<file path="config.mk">
export PLATFORM = sky130hd
export DESIGN_NAME = pipelined_rca
export DESIGN_NICKNAME = d
export VERILOG_FILES = /design/src/rtl/pipelined_rca.sv
export SDC_FILE = /design/constraint.sdc
export NUM_CORES = 1
export LEC_CHECK = 0
export ABC_AREA = 1
export CAP_MARGIN = 20
export CORE_MARGIN = 2
export CORE_UTILIZATION = 57
export DETAILED_ROUTE_END_ITERATION = 6
export PLACE_DENSITY = 0.85
export RECOVER_POWER = 100
export SYNTH_ARGS = -nofsm -noshare
export SYNTH_HDL_FRONTEND = slang
export SYNTH_SLANG_ARGS = --single-unit
</file>
<file path="constraint.sdc">
create_clock -name clk -period 6.7 [get_ports clk]
set_clock_uncertainty 0.2 [all_clocks]
set_input_delay 1.34 -clock clk [delete_from_list [all_inputs] [get_ports clk]]
set_output_delay 1.34 -clock clk [all_outputs]
set_load 0.01 [all_outputs]
</file>
<file path="src/rtl/pipelined_rca.sv">
// Pipelined ripple-carry adder/subtractor: one SEG-bit ripple segment per stage,
// operand skew ahead of the carry, sum de-skew behind it, valid/ready flow control.
module pipelined_rca #(
   parameter int WIDTH = 14,
   parameter int SEG   = 4
) (
   input  logic             clk,
   input  logic             rst,
   input  logic             in_valid,
   output logic             in_ready,
   input  logic [WIDTH-1:0] a,
   input  logic [WIDTH-1:0] b,
   input  logic             cin,
   input  logic             sub,
   output logic             out_valid,
   input  logic             out_ready,
   output logic [WIDTH-1:0] sum,
   output logic             cout,
   output logic             ovf
);

   localparam int NSTAGE = (WIDTH + SEG - 1) / SEG;

   localparam logic [WIDTH:0] ONE = {{WIDTH{1'b0}}, 1'b1};

   function automatic int seg_lo(input int k);
      return k * SEG;
   endfunction

   function automatic int seg_w(input int k);
      return (k == NSTAGE - 1) ? (WIDTH - k * SEG) : SEG;
   endfunction

   function automatic logic [WIDTH:0] seg_mask(input int k);
      return {(WIDTH + 1){1'b1}} >> (WIDTH + 1 - seg_w(k));
   endfunction

   // Word layout: bits below segment k already hold sum, bits from segment k up
   // still hold A. Returns {carry out of segment k, word with segment k summed}.
   function automatic logic [WIDTH:0] seg_sum(input logic [WIDTH-1:0] aw,
                                              input logic [WIDTH-1:0] bw,
                                              input logic             c,
                                              input int               k);
      logic [WIDTH:0] mask, a_s, b_s, t, r;
      logic           cy;
      mask = seg_mask(k);
      a_s  = ({1'b0, aw} >> seg_lo(k)) & mask;
      b_s  = ({1'b0, bw} >> seg_lo(k)) & mask;
      t    = a_s + b_s + {{WIDTH{1'b0}}, c};
      cy   = |((t >> seg_w(k)) & ONE);
      r    = ({1'b0, aw} & ~(mask << seg_lo(k))) | ((t & mask) << seg_lo(k));
      r[WIDTH] = cy;
      return r;
   endfunction

   // Overflow of the top segment: carry into the MSB xor carry out of the MSB.
   function automatic logic seg_ovf(input logic [WIDTH-1:0] aw,
                                    input logic [WIDTH-1:0] bw,
                                    input logic             c);
      logic [WIDTH:0] mask, a_s, b_s, t;
      logic           cy, cmsb;
      mask = seg_mask(NSTAGE - 1);
      a_s  = ({1'b0, aw} >> seg_lo(NSTAGE - 1)) & mask;
      b_s  = ({1'b0, bw} >> seg_lo(NSTAGE - 1)) & mask;
      t    = a_s + b_s + {{WIDTH{1'b0}}, c};
      cy   = |((t >> seg_w(NSTAGE - 1)) & ONE);
      cmsb = |(((t ^ a_s ^ b_s) >> (seg_w(NSTAGE - 1) - 1)) & ONE);
      return cmsb ^ cy;
   endfunction

   logic             en;
   logic [WIDTH-1:0] b_eff;
   logic             c_eff;
   logic [WIDTH-1:0] top_a, top_b;
   logic             top_c, top_v;
   logic [WIDTH:0]   top_r;
   logic             out_vld_q;
   logic [WIDTH-1:0] sum_q;
   logic             cout_q, ovf_q;

   assign en       = !out_vld_q || out_ready;
   assign in_ready = en;

   // Subtraction as a + ~b + 1; the external carry-in only matters when adding.
   assign b_eff = sub ? ~b : b;
   assign c_eff = sub | cin;

   if (NSTAGE > 1) begin : g_skew
      logic [WIDTH:0]   r_d [NSTAGE-1];
      logic [WIDTH:0]   r_q [NSTAGE-1];
      logic [WIDTH-1:0] b_q [NSTAGE-1];
      logic             vld_q [NSTAGE-1];

      always_comb begin
         r_d[0] = seg_sum(a, b_eff, c_eff, 0);
         for (int k = 1; k < NSTAGE - 1; k++) begin
            r_d[k] = seg_sum(r_q[k-1][WIDTH-1:0], b_q[k-1], r_q[k-1][WIDTH], k);
         end
      end

      always_ff @(posedge clk or posedge rst) begin
         if (rst) begin
            for (int k = 0; k < NSTAGE - 1; k++) begin
               vld_q[k] <= 1'b0;
            end
         end else if (en) begin
            vld_q[0] <= in_valid;
            for (int k = 1; k < NSTAGE - 1; k++) begin
               vld_q[k] <= vld_q[k-1];
            end
         end
      end

      // Partial sums and remaining operand bits carry no reset; vld_q qualifies them.
      always_ff @(posedge clk) begin
         if (en) begin
            r_q    <= r_d;
            b_q[0] <= b_eff;
            for (int k = 1; k < NSTAGE - 1; k++) begin
               b_q[k] <= b_q[k-1];
            end
         end
      end

      assign top_a = r_q[NSTAGE-2][WIDTH-1:0];
      assign top_b = b_q[NSTAGE-2];
      assign top_c = r_q[NSTAGE-2][WIDTH];
      assign top_v = vld_q[NSTAGE-2];
   end else begin : g_single
      assign top_a = a;
      assign top_b = b_eff;
      assign top_c = c_eff;
      assign top_v = in_valid;
   end

   assign top_r = seg_sum(top_a, top_b, top_c, NSTAGE - 1);

   // Final stage: result registers load only on a valid beat so they read 0
   // after reset and keep the last result through bubbles.
   always_ff @(posedge clk or posedge rst) begin
      if (rst) begin
         out_vld_q <= 1'b0;
         sum_q     <= '0;
         cout_q    <= 1'b0;
         ovf_q     <= 1'b0;
      end else if (en) begin
         out_vld_q <= top_v;
         if (top_v) begin
            sum_q  <= top_r[WIDTH-1:0];
            cout_q <= top_r[WIDTH];
            ovf_q  <= seg_ovf(top_a, top_b, top_c);
         end
      end
   end

   assign out_valid = out_vld_q;
   assign sum       = sum_q;
   assign cout      = cout_q;
   assign ovf       = ovf_q;

endmodule

</file>
### After elaboration in Yosys (flattened, before gate mapping)

Memories as Yosys holds them, arrays and structs flattened.
Cells that the tools add are included.

* word-level logic and storage cells: 34
* output and inout bits: 18
* register bits: 65
* memory bits (read-only): 0
* input bits: 34
* memory bits (writable): 42
* latch bits: 0
* memories kept: 1

* order comparisons: 0
* add/sub/neg operators: 8
* reductions and logical operators: 3
* bitwise gates (word level): 9
* multipliers: 0
* div/mod/pow operators: 0
* equality and inequality tests: 0
* muxes and demuxes: 3
* shift-type cells: 0

Memories
* g_skew.b_q: depth 3, bits a word 14, rd ports 3, clocked after Yosys merged registers in 0, wr ports 3, RTL line 91 `logic [WIDTH-1:0] b_q [NSTAGE-1];`

Operator list (number)
* 4-bit by 4-bit adder with 5-bit output: 3
* 5-bit by 1-bit adder with 5-bit output: 3
* 14-bit 2-to-1 mux: 1
* 14-bit inverter: 1
* 12-bit by 14-bit bitwise OR with 14-bit output: 1
* 14-bit by 12-bit bitwise OR with 14-bit output: 1
* 14-bit by 4-bit bitwise OR with 14-bit output: 1
* 14-bit by 8-bit bitwise OR with 14-bit output: 1
* 2-bit bitwise XOR: 2
* 2-bit by 2-bit adder with 3-bit output: 1
* 3-bit by 1-bit adder with 3-bit output: 1
* 1-bit 2-to-1 mux: 2
* 2-bit AND reduction: 1
* 1-bit logical NOT: 1
* 1-bit logical OR: 1
* 1-bit bitwise OR: 1
* 1-bit bitwise XOR: 1

### Logic depth before layout (Yosys ltp)

Gate-level depths: netlist of the first run.

* depth in word-level cells: 5
* mapped depth: 9
* gate-level depth less buffers: 9

### Least setup slack after synthesis of the first run

OpenSTA, ideal clock, no wires.

* path kind: input to output
* from: input port out_ready
* to: output port in_ready
* buffers on the path: 0
* stages: 2
* data required time: 5.160 ns
* setup slack: 2.427 ns
* arrival: 2.733 ns
* path through: nor2_4 inv_1

* word-level cells in the longest chain between the ends: 1

Ends and longest elaborated chain
* start: declaration: RTL line 16 `input logic out_ready,`
* 1-bit logical OR: RTL line 81 `assign en = !out_vld_q || out_ready;`
* end: declaration: RTL line 10 `output logic in_ready,`

Every way passes these cells.

### Worst setup path in the final report of the first run

* from: input port out_ready
* to: register g_skew.vld_q (netlist bit top_v)

* word-level cells in the longest chain between the ends: 1

Ends and longest elaborated chain
* 1-bit logical OR: RTL line 81
* end signal: indexed assignment: RTL line 109 `vld_q[k] <= vld_q[k-1];`
* end: declaration: RTL line 92 `logic vld_q [NSTAGE-1];`

Every way passes these cells.
A chain may end at the register's enable or synchronous reset.

==> results.sh, run 1 <==
export IMPL_numCtsBuffers=9
export IMPL_place_congestion=0.733
export IMPL_syn_inst=231
export IMPL_first_pass_iters=4
export IMPL_setup_violations=0
export IMPL_final_common_cell="edfxtp_1"
export IMPL_drc=0
export IMPL_maxSlewViolCount=69
export IMPL_syn2layout_area_growth_pct=21.7
export IMPL_syn_area_per_cell_um2=14.7
export IMPL_maxCapViolations=1
export IMPL_dieArea_um2=6590
export IMPL_sequentialPowerShare_pct=50.6
export IMPL_ctsHoldBuffers=0
export IMPL_wl_mm=4.84
export IMPL_drtIter0Drc=78
export IMPL_critPathMaxFanout=68
export IMPL_critPathKind="primary input to register"
export IMPL_fp_dieW_um=81.2
export IMPL_grt_pass1_wl_mm=8.04
export IMPL_power_density_nw_per_um2=425
export IMPL_switching_power_mw=0.522
export IMPL_cts_resized=0
export IMPL_syn_num_nets=282
export IMPL_register_area_um2=2390
export IMPL_grt_max_degree=69
export IMPL_rsz0062_at_grt="false"
export IMPL_utilization_pct=70.6
export IMPL_io_buffers=51
export IMPL_via_per_inst=4.93
export IMPL_drive_above_1_share_pct=11.2
export IMPL_htree_levels=3
export IMPL_yosysWarnings=0
export IMPL_die_h_um=81.2
export IMPL_worst_slew_pin_slew_ps=3350
export IMPL_combPwrFrac_pct=28.2
export IMPL_finalSetupTns_ps=0
export IMPL_start_util_pct=58.0
export IMPL_final_cell_mix="edfxtp_1 (63), nand2_1 (44), dlygate4sd3_1 (31)"
export IMPL_routedWlPerCell_um=13.1
export IMPL_track_usage_pct=17.0
export IMPL_p_sw_share_pct=29.8
export IMPL_post_cts_buffers=0
export IMPL_fin_cells=370
export IMPL_crit_path_start_kind="primary input"
export IMPL_fillers=396
export IMPL_num_io_pins=52
export IMPL_status="finished with violations"
export IMPL_antenna_found_initial=0
export IMPL_first_global_vias=1802
export IMPL_violations="capacitance limit, slew limit"
export IMPL_globalRouteOverflowTotal=0
export IMPL_critPathArrivalTime_ps=4730
export IMPL_vdd_drop_max_mv=0.213
export IMPL_clkPwrFrac_pct=21.2
export IMPL_ys_ff_latch=83
export IMPL_cts_sinks=83
export IMPL_ant_nets=0
export IMPL_place_inst=354
export IMPL_hpwl_mm=3.43
export IMPL_clk_path_buf_depth=2
export IMPL_ys_seq_area_share_pct=70.5
export IMPL_leakage_nw=1.74
export IMPL_max_freq_mhz=206
export IMPL_hold_path_class="register to register"
export IMPL_max_slew_margin_pct=-123
export IMPL_fp_row_count=28
export IMPL_p_int_mw=1.23
export IMPL_multiInputGateArea_um2=840
export IMPL_insertion_delay_ps=340
export IMPL_cts_root_buf="clkbuf_8"
export IMPL_critical_path_required_ps=6570
export IMPL_cts_tree="done"
export IMPL_diodes=0
export IMPL_endpoint_kind="register"
export IMPL_hold_viol=0
export IMPL_period_share_pct=72.6
export IMPL_syn_area_um2=3390
export IMPL_coreArea_um2=5850
export IMPL_clk_transition_reported_paths_ps=70
export IMPL_final_net_count=341
export IMPL_vias=1825
export IMPL_period_needed_ps=4860
export IMPL_synth_distinct_cells=19
through the flow:
step	setup slack (ps)	hold slack [ps]	cell area, um2	power [mW]
after floorplan	2430	200	3390	1.23
after global placement	2570	202	3960	1.38
after detailed placement	2560	205	3960	1.43
after CTS	2540	220	4170	1.81
after global routing	1480	222	4130	1.88
final	1840	217	4130	1.76
worst paths after layout:
kind | from | endpoint | slack, ps | cells after the start
setup / recovery | out_ready | top_v$_DFFE_PP0N_ | 1840 | 5
hold / removal | g_skew.r_q[21]$_DFFE_PN_ | g_skew.r_q[6]$_DFFE_PN_ | 220 | 0
setup reg to reg | out_valid$_DFFE_PP0N_ | top_v$_DFFE_PP0N_ | 2960 | 5
hold reg to reg | g_skew.r_q[21]$_DFFE_PN_ | g_skew.r_q[6]$_DFFE_PN_ | 220 | 0
max in group asynchronous | rst | sum[9]$_DFFE_PP0P_ | 4490 | 2
min in group asynchronous | rst | ovf$_DFFE_PP0P_ | 1360 | 2
power by group through the flow:
stage / clock [mW] / combinational, mW / sequential, mW
floorplan: 0 / 0.328 / 0.903
global placement: 0 / 0.504 / 0.880
detailed placement: 0 / 0.540 / 0.894
CTS: 0.380 / 0.543 / 0.885
global route: 0.400 / 0.566 / 0.911
finish: 0.372 / 0.495 / 0.889
cell families (layout without fill, tap and decap cells):
group / count (synthesis) / count (layout) / share of synthesized area [%]
DFF: 83 / 83 / 70.5
xor gates and xnor gates: 20 / 20 / 5.16
buffers and inverters: 25 / 89 / 3.91
AOI/OAI and AO/OA: 13 / 13 / 1.92
and+or+nand+nor: 73 / 73 / 10.5
adders and majority gates: 17 / 17 / 8.04
per-layer routing:
| layer | track usage (%) | share of wire, % | up-vias |
|---|---|---|---|
| li1 | - | - | 886 |
| met1 | 18.4 | 40 | 879 |
| met2 | 30.6 | 54 | 53 |
| met3 | 3.89 | 4.5 | 7 |
| met4 | 9.32 | 1.3 | 0 |
| met5 | 0 | 0 | - |
synthesized netlist by cell type, drive strengths merged:
cell | n | share of area (%)
buf | 4 | 1.4
edfxtp | 63 | 56
inv | 21 | 2.5
xnor2 | 2 | 0.52
xor2 | 18 | 4.6
ha | 9 | 3.3
nand3 | 6 | 0.88
nand2 | 62 | 8.3
dfrtp | 20 | 15
a21oi | 6 | 0.88
o21ai | 7 | 1.0
fa | 8 | 4.7
nor2 | 5 | 1.3
sequential cells by signal, summed over array words and instances (netlist names):
signal,flops
g_skew.r_q,45
g_skew.b_q,18
sum,14
g_skew.vld_q,2
cout,1
out_valid,1
ovf,1
top_v,1
worst max-delay path: stages:
cell and delay (ps):
dlygate4sd3_1 530, nor2_1 80, clkinv_1 90, clkbuf_1 2370
o21ai_0 310
area by class of cell:
class	count	area share [%]
Tap cell	75	2.27
Multi-Input combinational cell	123	20.3
Sequential cell	83	57.9
Timing Repair Buffer	52	12.5
Inverter	21	1.94
Clock buffer	11	3.18
Clock inverter	5	1.88
(Power assumes the default switching activity.)
==> run 2, diff against run 1 <==
- CORE_UTILIZATION: 57 -> 53
- PLACE_DENSITY: 0.85 -> 0.8
- clock period: 6.7 -> 4.9 ns (I/O delays scaled with it)
==> results.sh, run 2 (synthesis results as in run 1) <==
export IMPL_cts_resized=0
export IMPL_final_common_cell="edfxtp_1"
export IMPL_hold_viol=0
export IMPL_start_util_pct=54.1
export IMPL_ctsHoldBuffers=0
export IMPL_die_h_um=84.0
export IMPL_finalSetupTns_ps=0
export IMPL_dieArea_um2=7060
export IMPL_num_io_pins=52
export IMPL_combPwrFrac_pct=27.3
export IMPL_switching_power_mw=0.700
export IMPL_reg2reg_depth=5
export IMPL_drive_above_1_share_pct=11.6
export IMPL_hold_end="g_skew.r_q[4]$_DFFE_PN_"
export IMPL_critPathKind="primary input to output port"
export IMPL_whs_path_depth=0
export IMPL_wl_mm=4.73
export IMPL_largest_register="g_skew.r_q"
export IMPL_drc=0
export IMPL_max_slew_margin_pct=-4.82
export IMPL_critPathMaxFanout=4
export IMPL_p_int_mw=1.72
export IMPL_rr_endpoint="sum[12]$_DFFE_PP0P_"
export IMPL_critPathArrivalTime_ps=2530
export IMPL_io_buffers=51
export IMPL_period_needed_ps=3710
export IMPL_routedWlPerCell_um=12.7
export IMPL_period_share_pct=75.6
export IMPL_fp_row_count=29
export IMPL_status="finished with violations"
export IMPL_numCtsBuffers=9
export IMPL_via_per_inst=4.81
export IMPL_power_density_nw_per_um2=583
export IMPL_hpwl_mm=3.30
export IMPL_worst_slew_pin_slew_ps=1570
export IMPL_place_congestion=0.754
export IMPL_first_pass_iters=4
export IMPL_max_freq_mhz=270
export IMPL_maxCapViolations=1
export IMPL_coreArea_um2=6280
export IMPL_fin_cells=371
export IMPL_insertion_delay_ps=340
export IMPL_vdd_drop_max_mv=0.294
export IMPL_htree_levels=3
export IMPL_fp_dieW_um=84.0
export IMPL_grt_max_degree=69
export IMPL_clk_transition_reported_paths_ps=80
export IMPL_antenna_found_initial=0
export IMPL_sequentialPowerShare_pct=49.8
export IMPL_reg2reg_slack_ps=2090
export IMPL_leakage_nw=1.76
export IMPL_max_stage_delay_ps=630
export IMPL_cts_root_buf="clkbuf_8"
export IMPL_place_inst=356
export IMPL_largest_reg_flops=45
export IMPL_final_cell_mix="edfxtp_1 (63), nand2_1 (45), dlygate4sd3_1 (31)"
export IMPL_track_usage_pct=15.0
export IMPL_post_cts_buffers=0
export IMPL_diodes=0
export IMPL_crit_top_cell="dlygate4sd3_1"
export IMPL_clk_path_buf_depth=2
export IMPL_clkPwrFrac_pct=23.0
export IMPL_cts_tree="done"
export IMPL_vias=1784
export IMPL_grt_pass1_wl_mm=8.04
export IMPL_r2r_start="out_valid$_DFFE_PP0N_"
export IMPL_hold_path_class="register to register"
export IMPL_final_net_count=341
export IMPL_ant_nets=0
export IMPL_cts_sinks=83
export IMPL_maxSlewViolCount=69
export IMPL_syn2layout_area_growth_pct=22.3
export IMPL_first_global_vias=1726
export IMPL_worstPathCellList="dlygate4sd3_1 -> nor2_1 -> inv_1 -> dlygate4sd3_1"
export IMPL_min_from="g_skew.r_q[19]$_DFFE_PN_"
export IMPL_globalRouteOverflowTotal=0
export IMPL_violations="capacitance limit, slew limit"
export IMPL_setup_violations=0
export IMPL_critical_path_required_ps=3720
export IMPL_cp_slowest_cell="dlygate4sd3_1"
export IMPL_crit_path_start_kind="primary input"
export IMPL_drtIter0Drc=94
export IMPL_rsz0062_at_grt="false"
export IMPL_endpoint_kind="output port"
export IMPL_p_sw_share_pct=28.9
## run 2: cell count changes in the layout (fill, tap and decap cells not counted), sizes merged
cell / delta
clkbuf: -2
clkinvlp: -1
inv: +1
bufinv: +1
## run 2: power by group through the flow
| stage | combinational, mW | sequential, mW | clock [mW] |
|---|---|---|---|
| global placement | 0.691 | 1.21 | 0 |
| global route | 0.757 | 1.24 | 0.594 |
| detailed placement | 0.729 | 1.22 | 0 |
| CTS | 0.731 | 1.21 | 0.570 |
| floorplan | 0.448 | 1.23 | 0 |
| finish | 0.660 | 1.20 | 0.557 |
## run 2: worst max path at each step
stage | start | to | slack (ps)
after CTS | out_ready | in_ready | 1470
final | out_ready | in_ready | 1190
after global routing | out_ready | sum[13]$_DFFE_PP0P_ | 960
after global placement | sub | g_skew.r_q[31]$_DFFE_PN_ | 1390
after floorplan | out_ready | in_ready | 1350
after detailed placement | sub | g_skew.r_q[31]$_DFFE_PN_ | 1370
## run 2: per-stage QoR
stage / total power [mW] / hold WS (ps) / setup WS [ps] / utilization [%] / instance area, um2
after detailed placement: 1.95 / 205 / 1370 / 63.1 / 3960
after global routing: 2.59 / 229 / 962 / 66.1 / 4150
after global placement: 1.90 / 203 / 1390 / 63.1 / 3960
final: 2.42 / 221 / 1190 / 66.1 / 4150
after CTS: 2.51 / 222 / 1470 / 66.8 / 4190
after floorplan: 1.68 / 200 / 1350 / - / 3390
## run 2: cell type report
class | instances | area (um2)
clock buffers | 9 | 124
clock inverters | 6 | 105
fillers | 478 | 2130
inverters | 21 | 80.1
multi-input cells | 123 | 837
flip-flops and latches | 83 | 2390
well taps | 77 | 96.3
repair buffers | 52 | 515
## run 2: critical path, delay by kind of cell
family,cells,cell delay [ps]
buffers and inverters,3,1310
AND/OR/NAND/NOR,1,230
## run 2: per-layer routing
| metal | part of all wire, % | GRT usage, % |
|---|---|---|
| met5 | 0 | 0 |
| met4 | 2.6 | 8.65 |
| met3 | 4.4 | 3.96 |
| met2 | 50 | 24.4 |
| met1 | 43 | 18.1 |
==> run 3, diff against run 2 <==
- clock period: 4.9 -> 3.8 ns (I/O delays scaled with it)
==> results.sh, run 3 (synthesis results as in run 1) <==
export IMPL_dieArea_um2=7060
export IMPL_critPathMaxFanout=4
export IMPL_cts_resized=0
export IMPL_violations="capacitance limit, slew limit"
export IMPL_num_io_pins=52
export IMPL_critPathKind="primary input to output port"
export IMPL_crit_path_start_kind="primary input"
export IMPL_clk_transition_reported_paths_ps=80
export IMPL_drive_above_1_share_pct=12.2
export IMPL_maxSlewViolCount=69
export IMPL_vdd_drop_max_mv=0.379
export IMPL_reg2reg_depth=5
export IMPL_reg2reg_slack_ps=1210
export IMPL_grt_pass1_wl_mm=7.58
export IMPL_hpwl_mm=3.15
export IMPL_critical_path_required_ps=2840
export IMPL_coreArea_um2=6280
export IMPL_diodes=0
export IMPL_whs_path_depth=0
export IMPL_place_congestion=0.764
export IMPL_largest_register="g_skew.r_q"
export IMPL_period_share_pct=87.6
export IMPL_hold_end="g_skew.r_q[5]$_DFFE_PN_"
export IMPL_vias=1765
export IMPL_leakage_nw=1.75
export IMPL_clk_path_buf_depth=2
export IMPL_endpoint_kind="output port"
export IMPL_fp_dieW_um=84.0
export IMPL_rr_endpoint="g_skew.vld_q[2]$_DFFE_PP0N_"
export IMPL_power_density_nw_per_um2=728
export IMPL_drtIter0Drc=95
export IMPL_first_global_vias=1756
export IMPL_wl_mm=4.42
export IMPL_via_per_inst=4.73
export IMPL_numCtsBuffers=9
export IMPL_routedWlPerCell_um=11.8
export IMPL_setup_violations=0
export IMPL_status="finished with violations"
export IMPL_drc=0
export IMPL_globalRouteOverflowTotal=0
export IMPL_antenna_found_initial=0
export IMPL_final_net_count=342
export IMPL_ctsHoldBuffers=0
export IMPL_grt_max_degree=69
export IMPL_finalSetupTns_ps=0
export IMPL_htree_levels=3
export IMPL_first_pass_iters=6
export IMPL_die_h_um=84.0
export IMPL_fp_row_count=29
export IMPL_hold_viol=0
export IMPL_cts_tree="done"
export IMPL_io_buffers=51
export IMPL_critPathArrivalTime_ps=2370
export IMPL_rsz0062_at_grt="false"
export IMPL_r2r_start="out_valid$_DFFE_PP0N_"
export IMPL_insertion_delay_ps=340
export IMPL_maxCapViolations=1
export IMPL_post_cts_buffers=0
export IMPL_final_cell_mix="edfxtp_1 (63), nand2_1 (45), dlygate4sd3_1 (30)"
export IMPL_cts_root_buf="clkbuf_8"
export IMPL_final_common_cell="edfxtp_1"
export IMPL_max_slew_margin_pct=-1.59
export IMPL_holdWs_ps=219
export IMPL_max_freq_mhz=300
export IMPL_cts_sinks=83
export IMPL_start_util_pct=54.1
export IMPL_syn2layout_area_growth_pct=21.8
export IMPL_largest_reg_flops=45
export IMPL_hold_path_class="register to register"
export IMPL_worst_slew_pin_slew_ps=1520
export IMPL_ant_nets=0
export IMPL_track_usage_pct=14.2
export IMPL_min_from="g_skew.r_q[20]$_DFFE_PN_"
export IMPL_period_needed_ps=3330
run 3: through the flow:
step / setup slack (ps) / total power, mW / util [%] / std cells / area [um2]
3_5_place_dp: 829 / 2.51 / 63.2 / 357 / 3970
3_3_place_gp: 822 / 2.45 / 63.2 / 357 / 3970
4_1_cts: 820 / 3.11 / 66.3 / 373 / 4160
2_1_floorplan: 687 / 2.17 / - / 231 / 3390
6_report: 470 / 3.01 / 65.9 / 373 / 4130
5_1_grt: 414 / 3.24 / 65.9 / 373 / 4130
run 3: routing by layer:
metal  GRT usage (%)  wire length, um  up-vias
met1            16.6             1890      811
met5               0                0        -
met2            23.5             2200       53
li1                -                -      891
met3            4.75              241       10
met4            7.33               86        0
run 3: power by group:
group          internal (mW)  switching, mW
Sequential              1.43          0.128
Combinational          0.375          0.489
Clock                  0.301          0.290
Total                   2.10          0.907
run 3: worst max-delay path: stages:
cell	delay [ps]
dlygate4sd3_1	540
nor2_1	440
inv_2	120
clkdlybuf4s50_1	510
run 3: worst max path at each step:
stage,end,start,slack (ps)
after floorplan,in_ready,out_ready,690
after global placement,in_ready,out_ready,820
after detailed placement,in_ready,out_ready,830
after CTS,in_ready,out_ready,820
after global routing,in_ready,out_ready,410
final,in_ready,out_ready,470
run 3: final cells by class:
type	instances	area [um2]
Sequential cell	83	2390
Fill cell	485	2140
Multi-Input combinational cell	123	853
Timing Repair Buffer	53	519
Clock buffer	9	124
Tap cell	77	96.3
Inverter	21	80.1
Clock inverter	7	68.8
